===== config.mk =====
export PLATFORM = sky130hd
export DESIGN_NAME = systolic_drain
export DESIGN_NICKNAME = d
export VERILOG_FILES = /design/src/rtl/systolic_drain.sv
export SDC_FILE = /design/constraint.sdc
export NUM_CORES = 1
export LEC_CHECK = 0
export BUFFER_PORTS_ARGS = -buffer_cell sky130_fd_sc_hd__buf_2
export CAP_MARGIN = 20
export CORE_MARGIN = 1
export CORE_UTILIZATION = 52
export DETAILED_ROUTE_END_ITERATION = 16
export HOLD_SLACK_MARGIN = 0.08
export PLACE_DENSITY = 0.75
export REMOVE_ABC_BUFFERS = 1
export SLEW_MARGIN = 30
export SYNTH_ARGS = -nofsm -noshare
export SYNTH_HDL_FRONTEND = slang
export SYNTH_SLANG_ARGS = --single-unit

===== constraint.sdc =====
create_clock -name clk -period 2.4 [get_ports clk]
set_input_delay 0.48 -clock clk [delete_from_list [all_inputs] [get_ports clk]]
set_output_delay 0.48 -clock clk [all_outputs]
set_load 0.02 [all_outputs]

===== src/rtl/systolic_drain.sv =====
// rtl/systolic_drain.sv - de-skews systolic array output rows and buffers them in a show-ahead FIFO
module systolic_drain #(
  parameter int LANES = 8,
  parameter int WIDTH = 1,
  parameter int DEPTH = 4
) (
  input  logic                       clk,
  input  logic                       rst,
  input  logic [LANES*WIDTH-1:0]     in_data,
  input  logic                       in_valid,
  output logic [LANES*WIDTH-1:0]     out_data,
  output logic                       out_valid,
  input  logic                       out_ready,
  output logic [$clog2(DEPTH):0]     level,
  output logic                       overflow,
  output logic [7:0]                 row_count
);

  localparam int AW = $clog2(DEPTH);
  localparam int RW = LANES * WIDTH;

  localparam logic [AW:0]   LVL_ONE  = (AW+1)'(1);
  localparam logic [AW:0]   LVL_FULL = (AW+1)'(DEPTH);
  localparam logic [AW-1:0] PTR_ONE  = AW'(1);

  // ------------------------------------------------------------------
  // Row framing: in_valid travels alongside lane 0, so after LANES-1
  // stages it marks the cycle in which the last lane is present.
  // ------------------------------------------------------------------
  logic [LANES-2:0] vpipe_q;
  logic             row_done;

  // Shift in_valid down the row-completion pipeline.
  always_ff @(posedge clk) begin
    if (rst) begin
      vpipe_q <= '0;
    end else begin
      vpipe_q[0] <= in_valid;
      for (int i = 1; i < LANES-1; i++) begin
        vpipe_q[i] <= vpipe_q[i-1];
      end
    end
  end

  assign row_done = vpipe_q[LANES-2];

  // ------------------------------------------------------------------
  // Deskew: lane j arrives j cycles after lane 0, so it is delayed by
  // the remaining LANES-1-j cycles. The last lane needs no delay and is
  // taken straight from the input in the completion cycle.
  // ------------------------------------------------------------------
  logic [RW-1:0] row_vec;

  for (genvar j = 0; j < LANES-1; j++) begin : g_lane
    localparam int D = LANES - 1 - j;
    logic [WIDTH-1:0] sr_q [D];

    // Per-lane delay line aligning this lane with the last lane.
    always_ff @(posedge clk) begin
      if (rst) begin
        for (int k = 0; k < D; k++) begin
          sr_q[k] <= '0;
        end
      end else begin
        sr_q[0] <= in_data[j*WIDTH +: WIDTH];
        for (int k = 1; k < D; k++) begin
          sr_q[k] <= sr_q[k-1];
        end
      end
    end

    assign row_vec[j*WIDTH +: WIDTH] = sr_q[D-1];
  end

  assign row_vec[(LANES-1)*WIDTH +: WIDTH] = in_data[(LANES-1)*WIDTH +: WIDTH];

  // ------------------------------------------------------------------
  // Row FIFO. A pop in the same cycle as a write at full frees the slot
  // first, so the incoming row is kept; only an unrelieved full write
  // drops the row and latches overflow.
  // ------------------------------------------------------------------
  logic [RW-1:0] mem_q [DEPTH];
  logic [AW-1:0] wr_ptr_q, wr_ptr_d;
  logic [AW-1:0] rd_ptr_q, rd_ptr_d;
  logic [AW:0]   level_q, level_d;
  logic          overflow_q, overflow_d;
  logic [7:0]    row_count_q, row_count_d;

  logic          full;
  logic          pop;
  logic          push_ok;
  logic          drop;

  assign full    = (level_q == LVL_FULL);
  assign pop     = out_valid & out_ready;
  assign push_ok = row_done & (~full | pop);
  assign drop    = row_done & full & ~pop;

  // Next-state for pointers, occupancy, sticky overflow and the pop counter.
  always_comb begin
    wr_ptr_d    = wr_ptr_q;
    rd_ptr_d    = rd_ptr_q;
    level_d     = level_q;
    overflow_d  = overflow_q;
    row_count_d = row_count_q;

    if (push_ok) begin
      wr_ptr_d = wr_ptr_q + PTR_ONE;
    end
    if (pop) begin
      rd_ptr_d    = rd_ptr_q + PTR_ONE;
      row_count_d = row_count_q + 8'd1;
    end
    case ({push_ok, pop})
      2'b10:   level_d = level_q + LVL_ONE;
      2'b01:   level_d = level_q - LVL_ONE;
      default: level_d = level_q;
    endcase
    if (drop) begin
      overflow_d = 1'b1;
    end
  end

  // Register FIFO control state.
  always_ff @(posedge clk) begin
    if (rst) begin
      wr_ptr_q    <= '0;
      rd_ptr_q    <= '0;
      level_q     <= '0;
      overflow_q  <= 1'b0;
      row_count_q <= '0;
    end else begin
      wr_ptr_q    <= wr_ptr_d;
      rd_ptr_q    <= rd_ptr_d;
      level_q     <= level_d;
      overflow_q  <= overflow_d;
      row_count_q <= row_count_d;
    end
  end

  // Row storage; cleared on reset so the head reads as zero afterwards.
  always_ff @(posedge clk) begin
    if (rst) begin
      for (int i = 0; i < DEPTH; i++) begin
        mem_q[i] <= '0;
      end
    end else if (push_ok) begin
      mem_q[wr_ptr_q] <= row_vec;
    end
  end

  // Show-ahead head: the entry at rd_ptr is stable until it is popped,
  // since a write can only land on it in the very cycle it is popped.
  assign out_data  = mem_q[rd_ptr_q];
  assign out_valid = (level_q != '0);
  assign level     = level_q;
  assign overflow  = overflow_q;
  assign row_count = row_count_q;

endmodule


==> flow_summary.yaml, run 1 <==
yosys:
  syn_area_mm2: 0.00318
  synth_top_cell_by_area: "dfxtp_1"
  avgSynthCellArea_um2: 12.8
  synth_ff_type: "dfxtp_1"
  yosysWarnings: 0
  synth.distinct_cells: 34
  ys_ff_latch: 85
  synth.area.top_cells: "dfxtp_1 (33%), edfxtp_1 (30%), nor2b_1 (7.1%), mux4_2 (5.7%), and2_1 (5.1%)"
  synth_top_cells_by_count: "dfxtp_1 (53), nor2b_1 (36), edfxtp_1 (32), and2_1 (26), nor2_1 (14)"
  synth-edff-count: 32
  synth_top_area_share_pct: 33.3
  syn_inst: 249
  ys_seq_area_share_pct: 63.5
  ys_async_sr_fraction_pct: 0
  yosysMostFrequentCell: "dfxtp_1"
setup_path:
  critical_path_class: "reg2reg"
  cp-startpoint: "level[0]$_SDFFE_PP0P_"
  endpoint: "level[2]$_SDFFE_PP0P_"
  crit_required_ns: 2.68
  crit_path_max_fanout: 2
  arrival_ns: 2.52
  r2r_start: "level[0]$_SDFFE_PP0P_"
  r2r_slack_ns: 0.15
  worstRegToRegCells: 8
  r2r-end: "level[2]$_SDFFE_PP0P_"
  crit_path_top_delay_cell: "or4b_4"
  critPathLaunchType: "flip-flop"
  end_kind: "flip-flop"
  cpPeakStageDelay_ns: 0.53
  path_cells: "or4b_4, nand2_1, ha_1, inv_1, fa_1, xor2_1, or3_1, a21oi_1"
place:
  place_congestion: 0.796
  place_ws_ns: -0.0616
  place_area_mm2: 0.00350
  port-buffer-count: 32
  placed_cells: 361
  hpwl_mm: 3.32
global_route:
  grt_max_degree: 47
  grt_pass1_wl_mm: 8.06
  grt.overflow.total: 0
  grt_pass1_vias: 1710
  grt_util_all_layers_pct: 17.6
  antenna_found_initial: 0
floorplan:
  core.rowCount: 28
  core_mm2: 0.00592
  start_util_pct: 53.8
  die_area_mm2: 0.00644
  io_pins: 33
  die_w_um: 80.2
  dieHeight_um: 80.2
cells_and_area:
  fillers: 465
  multi_input_area_mm2: 0.00108
  area_growth_pct: 16.0
  fin_util_pct: 62.4
  final_area_mm2: 0.00369
  drive_gt1_share_pct: 27.2
  stdcell_count: 377
  antenna_cells: 0
  layout.nets: 312
  ff_latch_area_mm2: 0.00202
power:
  p_per_area_mw_per_mm2: 691
  seqPwrFrac_pct: 60.1
  switching_share_pct: 21.3
  comb_power_share_pct: 3.1
  static-leakage-power_uw: 0.00148
  power.internal_uw: 2010
  power_uw: 2550
  p_switching_uw: 543
  irDropWorstVdd_uv: 440
  pwr-share-clk_pct: 36.8
route:
  drt_iter0_markers: 91
  viasPerCell: 4.98
  routed_wl_mm: 5.06
  first_pass_iters: 4
  wire_per_inst_um: 13.4
  drc: 0
  antenna_left: 0
  vias: 1878
worst_hold_path:
  worst_hold_path_type: "in2reg"
sta:
  worst_pin_slew_ns: 0.664
  rsz0062_at_grt: "no"
  hold_viol: 0
  fin_worst_skew_ns: 0.00945
  period_needed_ns: 2.25
  finalSetupViolCount: 0
  fmax_mhz: 445
  fin_ws_ns: 0.152
  slew_headroom_pct: 55.4
  fin_crit_sh_pct: 93.7
  maxSlewViolCount: 0
clock_tree:
  cts.repair.resized: 0
  clk_latency_ns: 0.35
  cts_buffers: 9
  cts_sinks: 85
  cts_tree: "done"
  cts.clk_slew.worst_paths_ns: 0.08
  clock_path_buffers: 2
  postCtsSetupBuffers: 0
  clock-root-buffer: "clkbuf_8"
  ctsHtreeMaxLevel: 3
  postCtsHoldBufs: 0
job:
  cap_violations: 0
run_status:
  status: "finished, final reports clean"
==> layer usage <==
layer  share of wire [%]  global-route usage [%]
met1                  45                    20.8
met2                  49                    28.8
met3                 3.1                    3.64
met4                 2.8                    12.1
met5                   0                       0
==> final cells by class <==
cell class / instances / area share, %
sequential: 85 / 54.8
multi-input combinational: 145 / 29.2
timing repair buffer: 48 / 7.59
clock buffer: 13 / 4.37
tap: 75 / 2.54
inverter: 8 / 0.813
clock inverter: 3 / 0.712
==> registers in the layout, indices dropped and copies added (netlist names), named ones only <==
register,count
g_lane.sr_q,28
rd_ptr_q,2
vpipe_q,7
row_count,8
level,3
overflow,1
mem_q,32
wr_ptr_q,2
==> power groups by stage <==
stage          Combinational (uW)  Sequential (uW)  Clock (uW)
2_1_floorplan                36.1             1560           0
3_3_place_gp                 78.5             1570           0
3_5_place_dp                 80.5             1570           0
4_1_cts                      80.7             1530         968
5_1_grt                      88.3             1540        1030
6_report                     79.2             1530         941
==> cells by family after synthesis <==
family	after synthesis	synth area share [%]
XOR/XNOR	6	1.65
flip-flops	85	63.5
multiplexers	10	6.33
buffers and inverters	19	2.79
adder cells (fa/ha/maj)	3	1.41
AND/OR/NAND/NOR	104	20.0
AO/OA/AOI/OAI	22	4.25
==> per-stage QoR <==
stage	TNS (ns)	hold WS [ns]
after floorplan	0	0.414
after global placement	-0.00405	0.416
after detailed placement	-0.0616	0.422
after CTS	0	0.317
after global routing	0	0.330
final	0	0.334
==> placed cells by master, fill, tap and decap left out, types with 2 or more instances in the layout <==
master	netlist	final
mux4_2	8	8
nor2b_1	36	36
nor3_1	2	2
buf_2	2	32
nand2_1	2	2
and2_1	26	26
ha_1	2	2
a21oi_1	8	8
o311ai_0	2	2
o21ai_0	7	7
xor2_1	6	6
or3_1	4	4
nor2_1	14	14
clkbuf_8	0	9
clkbuf_1	6	2
or4_1	2	2
nand3_1	5	5
inv_1	8	8
edfxtp_1	32	32
buf_4	0	16
clkinv_4	0	2
o31ai_1	3	3
dfxtp_1	53	53
and2_4	6	6
==> worst min path at each step <==
stage / startpoint / endpoint / slack (ns) / cells after the start
detailed placement: vpipe_q[5]$_SDFF_PP0_ / vpipe_q[6]$_SDFF_PP0_ / 0.42 / 1
finish: in_data[5] / g_lane[5].sr_q[0][0]$_SDFF_PP0_ / 0.33 / 2
CTS: in_data[5] / g_lane[5].sr_q[0][0]$_SDFF_PP0_ / 0.32 / 2
global route: in_data[3] / g_lane[3].sr_q[0]$_SDFF_PP0_ / 0.33 / 2
global placement: g_lane[1].sr_q[0]$_SDFF_PP0_ / g_lane[1].sr_q[1]$_SDFF_PP0_ / 0.42 / 1
floorplan: g_lane[0].sr_q[0]$_SDFF_PP0_ / g_lane[0].sr_q[1]$_SDFF_PP0_ / 0.41 / 1
==> worst max-delay path, delay by kind of cell, from the launching register on <==
family | cells | cell delay (ns)
compound gates | 1 | 0.14
xor+xnor | 1 | 0.16
simple gates | 3 | 0.96
fa+ha+maj | 2 | 0.55
flops | 1 | 0.31
buf+inv | 1 | 0.06
Power figures use the tool's default switching activity.
==> inputs of run 2 (changes only) <==
--- a/config.mk
+++ b/config.mk
@@ -7,12 +7,16 @@
 export LEC_CHECK = 0
 export BUFFER_PORTS_ARGS = -buffer_cell sky130_fd_sc_hd__buf_2
 export CAP_MARGIN = 20
+export CELL_PAD_IN_SITES_DETAIL_PLACEMENT = 0
+export CELL_PAD_IN_SITES_GLOBAL_PLACEMENT = 1
+export CORE_ASPECT_RATIO = 0.8
 export CORE_MARGIN = 1
-export CORE_UTILIZATION = 52
+export CORE_UTILIZATION = 42
 export DETAILED_ROUTE_END_ITERATION = 16
 export HOLD_SLACK_MARGIN = 0.08
-export PLACE_DENSITY = 0.75
+export PLACE_DENSITY_LB_ADDON = 0.1
 export REMOVE_ABC_BUFFERS = 1
+export SETUP_SLACK_MARGIN = 0.2
 export SLEW_MARGIN = 30
 export SYNTH_ARGS = -nofsm -noshare
 export SYNTH_HDL_FRONTEND = slang
==> flow_summary.yaml, run 2 (synthesized netlist as in run 1, its figures left out) <==
sta:
  fin_ws_ns: 0.283
  worst_pin_slew_ns: 0.422
  finalSetupViolCount: 0
  period_needed_ns: 2.12
  maxSlewViolCount: 0
  slew_headroom_pct: 71.5
  fin_crit_sh_pct: 88.2
  hold-worst-slack_ns: 0.342
  fmax_mhz: 472
  fin_worst_skew_ns: 0.00555
  hold_viol: 0
  rsz0062_at_grt: "no"
power:
  static-leakage-power_uw: 0.00150
  p_per_area_mw_per_mm2: 689
  irDropWorstVdd_uv: 473
  power_uw: 2580
setup_path:
  worstRegToRegCells: 8
  crit_path_max_fanout: 2
  cpPeakStageDelay_ns: 0.55
  cp-startpoint: "level[0]$_SDFFE_PP0P_"
  r2r_slack_ns: 0.28
  critical_path_class: "reg2reg"
  r2r-end: "level[2]$_SDFFE_PP0P_"
  crit_path_top_delay_cell: "or4b_4"
  end_kind: "flip-flop"
  path_cells: "or4b_4, nand2_4, ha_4, inv_1, fa_2, xor2_1, or3_1, a21oi_1"
  critPathLaunchType: "flip-flop"
  r2r_start: "level[0]$_SDFFE_PP0P_"
  arrival_ns: 2.39
  path_delay_family: "simple AND/OR/NAND/NOR gates"
  crit_buf_inv: 1
  crit_required_ns: 2.67
route:
  drt_iter0_markers: 88
  viasPerCell: 4.82
  antenna_left: 0
  wire_per_inst_um: 13.4
  drc: 0
  vias: 1879
  first_pass_iters: 4
  routed_wl_mm: 5.24
cells_and_area:
  fillers: 637
  regMostFlops: "mem_q"
  antenna_cells: 0
  stdcell_count: 390
  final_common_cell: "dfxtp_1"
  area_growth_pct: 17.6
  largest_reg_flops: 32
  fin_util_pct: 52.8
  layout.nets: 313
  final_cell_mix: "dfxtp_1 (52), nor2b_1 (36), buf_2 (32), edfxtp_1 (32), and2_1 (26)"
  drive_gt1_share_pct: 29.0
clock_tree:
  postCtsSetupBuffers: 0
  clock_path_buffers: 2
  clk_latency_ns: 0.34
  clock-root-buffer: "clkbuf_8"
  postCtsHoldBufs: 0
  cts_tree: "done"
  cts_sinks: 85
  ctsHtreeMaxLevel: 3
  cts.clk_slew.worst_paths_ns: 0.08
  cts_buffers: 9
floorplan:
  die_area_mm2: 0.00793
  die_w_um: 99.3
  io_pins: 33
  core_mm2: 0.00709
  start_util_pct: 44.9
  dieHeight_um: 79.9
  core.rowCount: 27
job:
  cap_violations: 0
place:
  hpwl_mm: 3.41
  port-buffer-count: 32
  placed_cells: 374
  place_congestion: 0.718
  place_ws_ns: -0.0373
global_route:
  grt.overflow.total: 0
  grt_pass1_vias: 1812
  grt_util_all_layers_pct: 14.8
  grt_pass1_wl_mm: 8.68
  antenna_found_initial: 0
  grt_max_degree: 38
worst_hold_path:
  min_to: "g_lane[4].sr_q[0][0]$_SDFF_PP0_"
  hold_start: "in_data[4]"
  hold_depth: 2
  worst_hold_path_type: "in2reg"
run_status:
  status: "finished, final reports clean"
[run 2: changes by cell type in the layout (fill, tap and decap cells not counted), sizes merged]
cell	before	now
clkbuf	13	10
clkinv	2	4
buf	48	49
bufinv	0	1
[run 2: worst max-delay path by stage]
stage / to / depth (start not counted)
detailed placement: level[2]$_SDFFE_PP0P_ / 9
floorplan: level[2]$_SDFFE_PP0P_ / 8
global placement: level[2]$_SDFFE_PP0P_ / 9
finish: level[2]$_SDFFE_PP0P_ / 8
CTS: level[2]$_SDFFE_PP0P_ / 8
global route: level[2]$_SDFFE_PP0P_ / 9
[run 2: worst register-to-register path, stage by stage (launching register included)]
cell and delay, ns:
dfxtp_2 0.32, or4b_4 0.55, nand2_4 0.09, ha_4 0.14, inv_1 0.05, fa_2 0.33, xor2_1 0.15, or3_1 0.31
a21oi_1 0.12
[run 2: final cells by class]
cell class	count	area, um2	area share (%)
flip-flops and latches	85	2020	54.0
clock buffers	10	129	3.44
clock inverters	6	62.6	1.67
inverters	8	30.0	0.802
well taps	87	109	2.91
multi-input cells	145	1100	29.5
repair buffers	49	288	7.68
[run 2: power breakdown]
part           switching (uW)  internal, uW  leakage, uW
registers                8.72          1520     0.000768
clock network             483           485     0.000103
logic                    46.3          34.0     0.000624
[run 2: metrics by stage]
step	cell area, um2	TNS, ns
2_1_floorplan	3120	0
3_3_place_gp	3520	-0.0165
3_5_place_dp	3520	-0.0373
4_1_cts	3730	0
5_1_grt	3740	0
6_report	3740	0
[run 2: layer usage]
metal | up-vias | global-route usage, % | routed length [um]
li1 | 954 | - | -
met3 | 6 | 4.38 | 227
met4 | 0 | 6.62 | 52
met2 | 36 | 23.9 | 2430
met5 | - | 0 | 0
met1 | 883 | 18.5 | 2530
[run 2: repair_timing]
action                                  4_1_cts  5_1_grt
gates resized for setup                       4        3
pin swaps                                     0        3
cloned                                        0        0
endpoints found under the setup margin        1        1
